### config.mk
export PLATFORM = sky130hd
export DESIGN_NAME = com_bus_rr_arbiter
export DESIGN_NICKNAME = d
export VERILOG_FILES = /design/src/rtl/com_bus_rr_arbiter.sv
export SDC_FILE = /design/constraint.sdc
export NUM_CORES = 1
export LEC_CHECK = 0
export CAP_MARGIN = 15
export CELL_PAD_IN_SITES_DETAIL_PLACEMENT = 1
export CELL_PAD_IN_SITES_GLOBAL_PLACEMENT = 2
export CORE_MARGIN = 2
export CORE_UTILIZATION = 31
export DETAILED_ROUTE_END_ITERATION = 10
export GPL_TIMING_DRIVEN = 0
export PLACE_DENSITY = 0.82
export SLEW_MARGIN = 30
export SYNTH_ARGS = -nofsm -noshare
export SYNTH_HDL_FRONTEND = slang
export SYNTH_SLANG_ARGS = --single-unit
### constraint.sdc
create_clock -name clk -period 3 [get_ports clk]
set_clock_uncertainty 0.15 [all_clocks]
set_input_delay 0.9 -clock clk [delete_from_list [all_inputs] [get_ports clk]]
set_output_delay 0.9 -clock clk [all_outputs]
set_load 0.03 [all_outputs]
### src/rtl/com_bus_rr_arbiter.sv
// Coherent-bus arbiter: snoop > memory snoop > processor, round-robin within each class.
// Define ARB_HOLD_TIMEOUT_EN to enable forced release after MAX_HOLD grant cycles.
module com_bus_rr_arbiter #(
   parameter int MAX_HOLD = 64
) (
   input  logic       clk,
   input  logic       rst_n,
   input  logic [7:0] Com_Bus_Req_proc,
   input  logic [3:0] Com_Bus_Req_snoop,
   input  logic       Mem_snoop_req,
   output logic [7:0] Com_Bus_Gnt_proc,
   output logic [3:0] Com_Bus_Gnt_snoop,
   output logic       Mem_snoop_gnt,
   output logic [3:0] Gnt_id,
   output logic       Bus_busy,
   output logic       Hold_timeout
);
   typedef enum logic [1:0] {IDLE, GNT_SNOOP, GNT_MEM, GNT_PROC} state_t;
   localparam logic [3:0] ID_NONE = 4'd15;

   if (MAX_HOLD < 2 || MAX_HOLD > 255) begin : g_bad_max_hold
      $error("MAX_HOLD must be in 2..255");
   end

   state_t      state, state_nx;
   logic [2:0]  proc_ptr, proc_ptr_nx, proc_win;
   logic [1:0]  snp_ptr, snp_ptr_nx, snp_win;
   logic [7:0]  hold_cnt, hold_cnt_nx;
   logic [7:0]  gnt_proc_nx;
   logic [3:0]  gnt_snoop_nx;
   logic        gnt_mem_nx;
   logic [3:0]  gnt_id_nx;
   logic [12:0] req_all, req_elig;
   logic        own_req, rel;

   // Flat requester vector indexed by owner code (0-7 proc, 8-11 snoop, 12 mem)
   assign req_all = {Mem_snoop_req, Com_Bus_Req_snoop, Com_Bus_Req_proc};
   assign own_req = |{Com_Bus_Gnt_proc & Com_Bus_Req_proc,
                      Com_Bus_Gnt_snoop & Com_Bus_Req_snoop,
                      Mem_snoop_gnt & Mem_snoop_req};

   function automatic logic [2:0] rr_pick8(input logic [7:0] r, input logic [2:0] p);
      logic [2:0] win, idx;
      win = p;
      for (int i = 7; i >= 0; i--) begin
         idx = p + 3'(i);
         if (r[idx]) win = idx;
      end
      return win;
   endfunction

   function automatic logic [1:0] rr_pick4(input logic [3:0] r, input logic [1:0] p);
      logic [1:0] win, idx;
      win = p;
      for (int i = 3; i >= 0; i--) begin
         idx = p + 2'(i);
         if (r[idx]) win = idx;
      end
      return win;
   endfunction

`ifdef ARB_HOLD_TIMEOUT_EN
   logic       timeout_nx, blk_vld;
   logic [3:0] blk_id;

   assign req_elig = blk_vld ? (req_all & ~(13'd1 << blk_id)) : req_all;

   // Timed-out owner stays masked until its request is seen low once
   always_ff @(posedge clk or negedge rst_n) begin
      if (!rst_n) begin
         Hold_timeout <= 1'b0;
         blk_vld      <= 1'b0;
         blk_id       <= 4'd0;
      end else begin
         Hold_timeout <= timeout_nx;
         if (timeout_nx) begin
            blk_vld <= 1'b1;
            blk_id  <= Gnt_id;
         end else if (blk_vld && !req_all[blk_id]) begin
            blk_vld <= 1'b0;
         end
      end
   end
`else
   assign req_elig     = req_all;
   assign Hold_timeout = 1'b0;
`endif

   always_comb begin
      state_nx     = state;
      proc_ptr_nx  = proc_ptr;
      snp_ptr_nx   = snp_ptr;
      hold_cnt_nx  = hold_cnt;
      gnt_proc_nx  = Com_Bus_Gnt_proc;
      gnt_snoop_nx = Com_Bus_Gnt_snoop;
      gnt_mem_nx   = Mem_snoop_gnt;
      gnt_id_nx    = Gnt_id;
      rel          = 1'b0;
`ifdef ARB_HOLD_TIMEOUT_EN
      timeout_nx   = 1'b0;
`endif
      proc_win     = rr_pick8(req_elig[7:0], proc_ptr);
      snp_win      = rr_pick4(req_elig[11:8], snp_ptr);
      case (state)
         IDLE: begin
            gnt_proc_nx  = '0;
            gnt_snoop_nx = '0;
            gnt_mem_nx   = 1'b0;
            gnt_id_nx    = ID_NONE;
            if (|req_elig[11:8]) begin
               state_nx              = GNT_SNOOP;
               gnt_snoop_nx[snp_win] = 1'b1;
               gnt_id_nx             = {2'b10, snp_win};
               snp_ptr_nx            = snp_win + 2'd1;
               hold_cnt_nx           = '0;
            end else if (req_elig[12]) begin
               state_nx    = GNT_MEM;
               gnt_mem_nx  = 1'b1;
               gnt_id_nx   = 4'd12;
               hold_cnt_nx = '0;
            end else if (|req_elig[7:0]) begin
               state_nx              = GNT_PROC;
               gnt_proc_nx[proc_win] = 1'b1;
               gnt_id_nx             = {1'b0, proc_win};
               proc_ptr_nx           = proc_win + 3'd1;
               hold_cnt_nx           = '0;
            end
         end
         default: begin
            if (hold_cnt != 8'hFF) hold_cnt_nx = hold_cnt + 8'd1;
            rel = !own_req;
`ifdef ARB_HOLD_TIMEOUT_EN
            if (own_req && hold_cnt == 8'(MAX_HOLD - 1)) begin
               rel        = 1'b1;
               timeout_nx = 1'b1;
            end
`endif
            // Releasing always passes through IDLE, giving the turnaround cycle
            if (rel) begin
               state_nx     = IDLE;
               gnt_proc_nx  = '0;
               gnt_snoop_nx = '0;
               gnt_mem_nx   = 1'b0;
               gnt_id_nx    = ID_NONE;
            end
         end
      endcase
   end

   always_ff @(posedge clk or negedge rst_n) begin
      if (!rst_n) begin
         state             <= IDLE;
         proc_ptr          <= '0;
         snp_ptr           <= '0;
         hold_cnt          <= '0;
         Com_Bus_Gnt_proc  <= '0;
         Com_Bus_Gnt_snoop <= '0;
         Mem_snoop_gnt     <= 1'b0;
         Gnt_id            <= ID_NONE;
         Bus_busy          <= 1'b0;
      end else begin
         state             <= state_nx;
         proc_ptr          <= proc_ptr_nx;
         snp_ptr           <= snp_ptr_nx;
         hold_cnt          <= hold_cnt_nx;
         Com_Bus_Gnt_proc  <= gnt_proc_nx;
         Com_Bus_Gnt_snoop <= gnt_snoop_nx;
         Mem_snoop_gnt     <= gnt_mem_nx;
         Gnt_id            <= gnt_id_nx;
         Bus_busy          <= (gnt_id_nx != ID_NONE);
      end
   end

endmodule

==> results by group <==
Outcome
  – Status: finished, violations left
  – Violated checks: negative setup slack

Place
  – Placed insts: 351
  – Placer Congestion: 0.7793
  – PortBufs: 31
  – DP Wirelength: 5071 um
  – Pre-CTS setup slack: -0.8341 ns

Yosys
  – Synth area leader: dfrtp_1
  – Mux contribution to synthesized area: 17.79%
  – Post-synth cell types: 64
  – Top cell type's share of synthesized area: 24.18%
  – Post-synthesis sequential area ratio: 29.02%
  – EDFF count, synth: 0
  – Most common cell in the netlist: dfrtp_1
  – Simple-Gate Fraction of Synth Area: 15.77%
  – Yosys reg bits: 25
  – Post-synthesis xor/xnor area fraction: 1.209%
  – Synth Area per Inst: 9.702 um2
  – Netlist Area Pre-Place: 2173 um2
  – Async S/R FF share, synth: 100.0%
  – Main combinational cell family by area after synthesis: compound AO/OA/AOI/OAI gates
  – Commonest cells post-synth: dfrtp_1, a21oi_1, nor2_1, inv_1
  – Main synth FF type: dfrtp_1
  – Synth Area in Compound Gates: 27.46%
  – Yosys Warn Count: 0
  – Top post-synthesis cells by area: dfrtp_1, mux4_2, dfstp_2, a32o_1, a22oi_1
  – Net Count, Synth: 245
  – Synth Instances: 224
  – Adder-Cell Fraction of Synth Area: 3.454%

Timing
  – RSZ-0062 raised after global routing: true
  – Min setup slack post-route: -0.009963 ns
  – Min Tclk post-route: 3.010 ns
  – Worst-margin pin slew: 0.5859 ns
  – Final Max Tran Viols: 0
  – Crit share post-route: 100.3%
  – Final setup violation count: 1
  – Max_slew headroom: 60.94%
  – Fin. Hold Viols: 0
  – Fmax: 0.3322 GHz
  – Setup TNS: -0.009963 ns

Drt
  – Final ANT Viol Nets: 0
  – DRC violation total after the first TritonRoute iteration: 134
  – Wire length on met2: 3331 um
  – Max layer used: met4
  – DRC: 0
  – DR pass1 iterations: 4
  – WL/cell: 19.17 um
  – WL final: 7151 um
  – DR vias: 2116
  – Vias per inst: 5.673
  – Routed length on met3: 316 um
  – Met1 Wirelength: 3472 um

Clocking
  – # H-tree levels: 1
  – Clock sink count: 25
  – CTS tree: done
  – Max Root-Sink Buffers: 2
  – Worst skew pair latency: 0.27 ns
  – Clock slew at reported path FFs: 0.10 ns
  – Clock root cell: clkbuf_8
  – Cts bufs inserted: 3
  – CTS Hold Buffers Added: 0

Floorplanning
  – Die ar.: 7697 um2
  – Chip height: 87.73 um
  – Row Count: 30
  – # IOs: 34
  – Core area: 6794 um2
  – Die X: 87.73 um
  – Initial Utilization: 31.99%

Layout
  – Net count, final: 299
  – Area delta synth->final: 39.95%
  – Post-route insts no fill: 373
  – Antenna cells: 0
  – Fin util: 44.77%
  – Layout cells sized above 1: 35.74%

Global routing
  – Antenna violations before repair: 0
  – GRT Residual Overflow: 0
  – Total GRT Usage: 19.03%
  – Vias in the first global route: 2253
  – Pin count of the biggest net entering global routing: 26
  – First-pass GRT wire length: 11740 um

Critical path
  – WP data arrival: 3.00 ns
  – CP Buf/Inv Count: 3
  – Crit path max-delay family: multiplexers
  – CP max stage cell: mux4_2
  – Maximum net fanout on the critical path: 8
  – CP Class: in -> reg
  – Startpoint Class: primary input
  – CP max stage delay: 0.61 ns
  – CP dominant cell by count: buf_4
  – Crit. End Element: register
  – CP Cell Sequence: buf_2, mux4_2, mux2_4, o21bai_4, and3_4, nor3_4, buf_4, buf_4, o221ai_2
  – Critical Path RT: 2.99 ns

Min path
  – Hold WC Path Type: reg -> reg

Power
  – Pwr dens: 1349 nW/um2
  – Tot Pwr: 4.102 mW
  – Peak VDD IR: 0.4074 mV
  – Leak: 1.186 nW

Flow run
  – Max-Cap Viols: 0
[worst paths after layout]
| check | startpoint | cells after the start | slack [ns] | to |
|---|---|---|---|---|
| worst max-delay path | Com_Bus_Req_proc[2] | 9 | -0.01 | proc_ptr[1] |
| worst min-delay path | Gnt_id[3] | 2 | 0.34 | Gnt_id[3] |
| worst max register to register | proc_ptr[1] | 11 | 0.03 | proc_ptr[1] |
| worst min register to register | Gnt_id[3] | 2 | 0.34 | Gnt_id[3] |
| max in group asynchronous | rst_n | 1 | 1.84 | proc_ptr[2] |
| min in group asynchronous | rst_n | 1 | 0.46 | snp_ptr[1] |
[per-stage QoR]
step / hold WS [ns] / area [um2]
4_1_cts: 0.3451 / 2912
3_5_place_dp: 0.3290 / 2628
3_3_place_gp: 0.3152 / 2633
2_1_floorplan: 0.3525 / 2202
6_report: 0.3442 / 3042
5_1_grt: 0.3856 / 3042
[cells by family after synthesis]
| group | count (synthesis) |
|---|---|
| AO/OA/AOI/OAI | 79 |
| XOR/XNOR | 3 |
| adder cells (fa/ha/maj) | 6 |
| buffers and inverters | 25 |
| flip-flops | 25 |
| multiplexers | 24 |
| other | 1 |
| AND/OR/NAND/NOR | 61 |
[cell usage in the layout, fill, tap and decap left out, types with 5 or more instances in the layout]
cell type / n
buf_4: 25
dfrtp_1: 21
clkdlybuf4s50_1: 21
inv_1: 11
a21oi_1: 11
nor2_1: 10
nand3_1: 10
a22oi_1: 9
mux4_2: 9
o21ai_0: 8
nand2_1: 8
a32o_1: 8
a22o_1: 6
ha_1: 5
[routing by layer]
layer	vias to the layer above	global-route usage, %
li1	990	-
met1	1066	28.65
met2	56	30.51
met3	4	1.697
met4	0	2.517
met5	-	0
[worst reg2reg max path, delay by kind of cell, from the launching register on]
kind | cells | cell delay [ns]
adder cells (fa/ha/maj) | 1 | 0.31
AND/OR/NAND/NOR | 2 | 0.46
flip-flops | 1 | 0.36
multiplexers | 2 | 0.76
AO/OA/AOI/OAI | 2 | 0.26
buffers and inverters | 4 | 0.57
[cell type report]
class	instances	area (um2)
buffer	10	68.82
clock buffer	3	41.29
clock inverter	1	7.507
fill	765	3752
inverter	14	62.56
multi-input combinational	174	1680
sequential	25	630.6
tap	96	120.1
timing repair buffer	50	430.4
[repair_timing]
item / 4_1_cts / 5_1_grt
pin swaps: 9 / 18
endpoints found under the setup margin: 19 / 19
gates resized for setup: 72 / 24
buffers inserted: 17 / 4
[power breakdown]
group / internal, mW / total, mW / switching, mW
combinational: 1.53 / 3.37 / 1.85
clock: 0.0941 / 0.207 / 0.112
sequential: 0.445 / 0.521 / 0.0766
total: 2.07 / 4.10 / 2.03
[registers in the layout (all words and copies together) (netlist names)]
name	flops
snp_ptr	2
Com_Bus_Gnt_proc	8
Mem_snoop_gnt	1
proc_ptr	3
Bus_busy	1
state	2
Com_Bus_Gnt_snoop	4
Gnt_id	4
No activity file was read; power rests on OpenSTA's default activity.
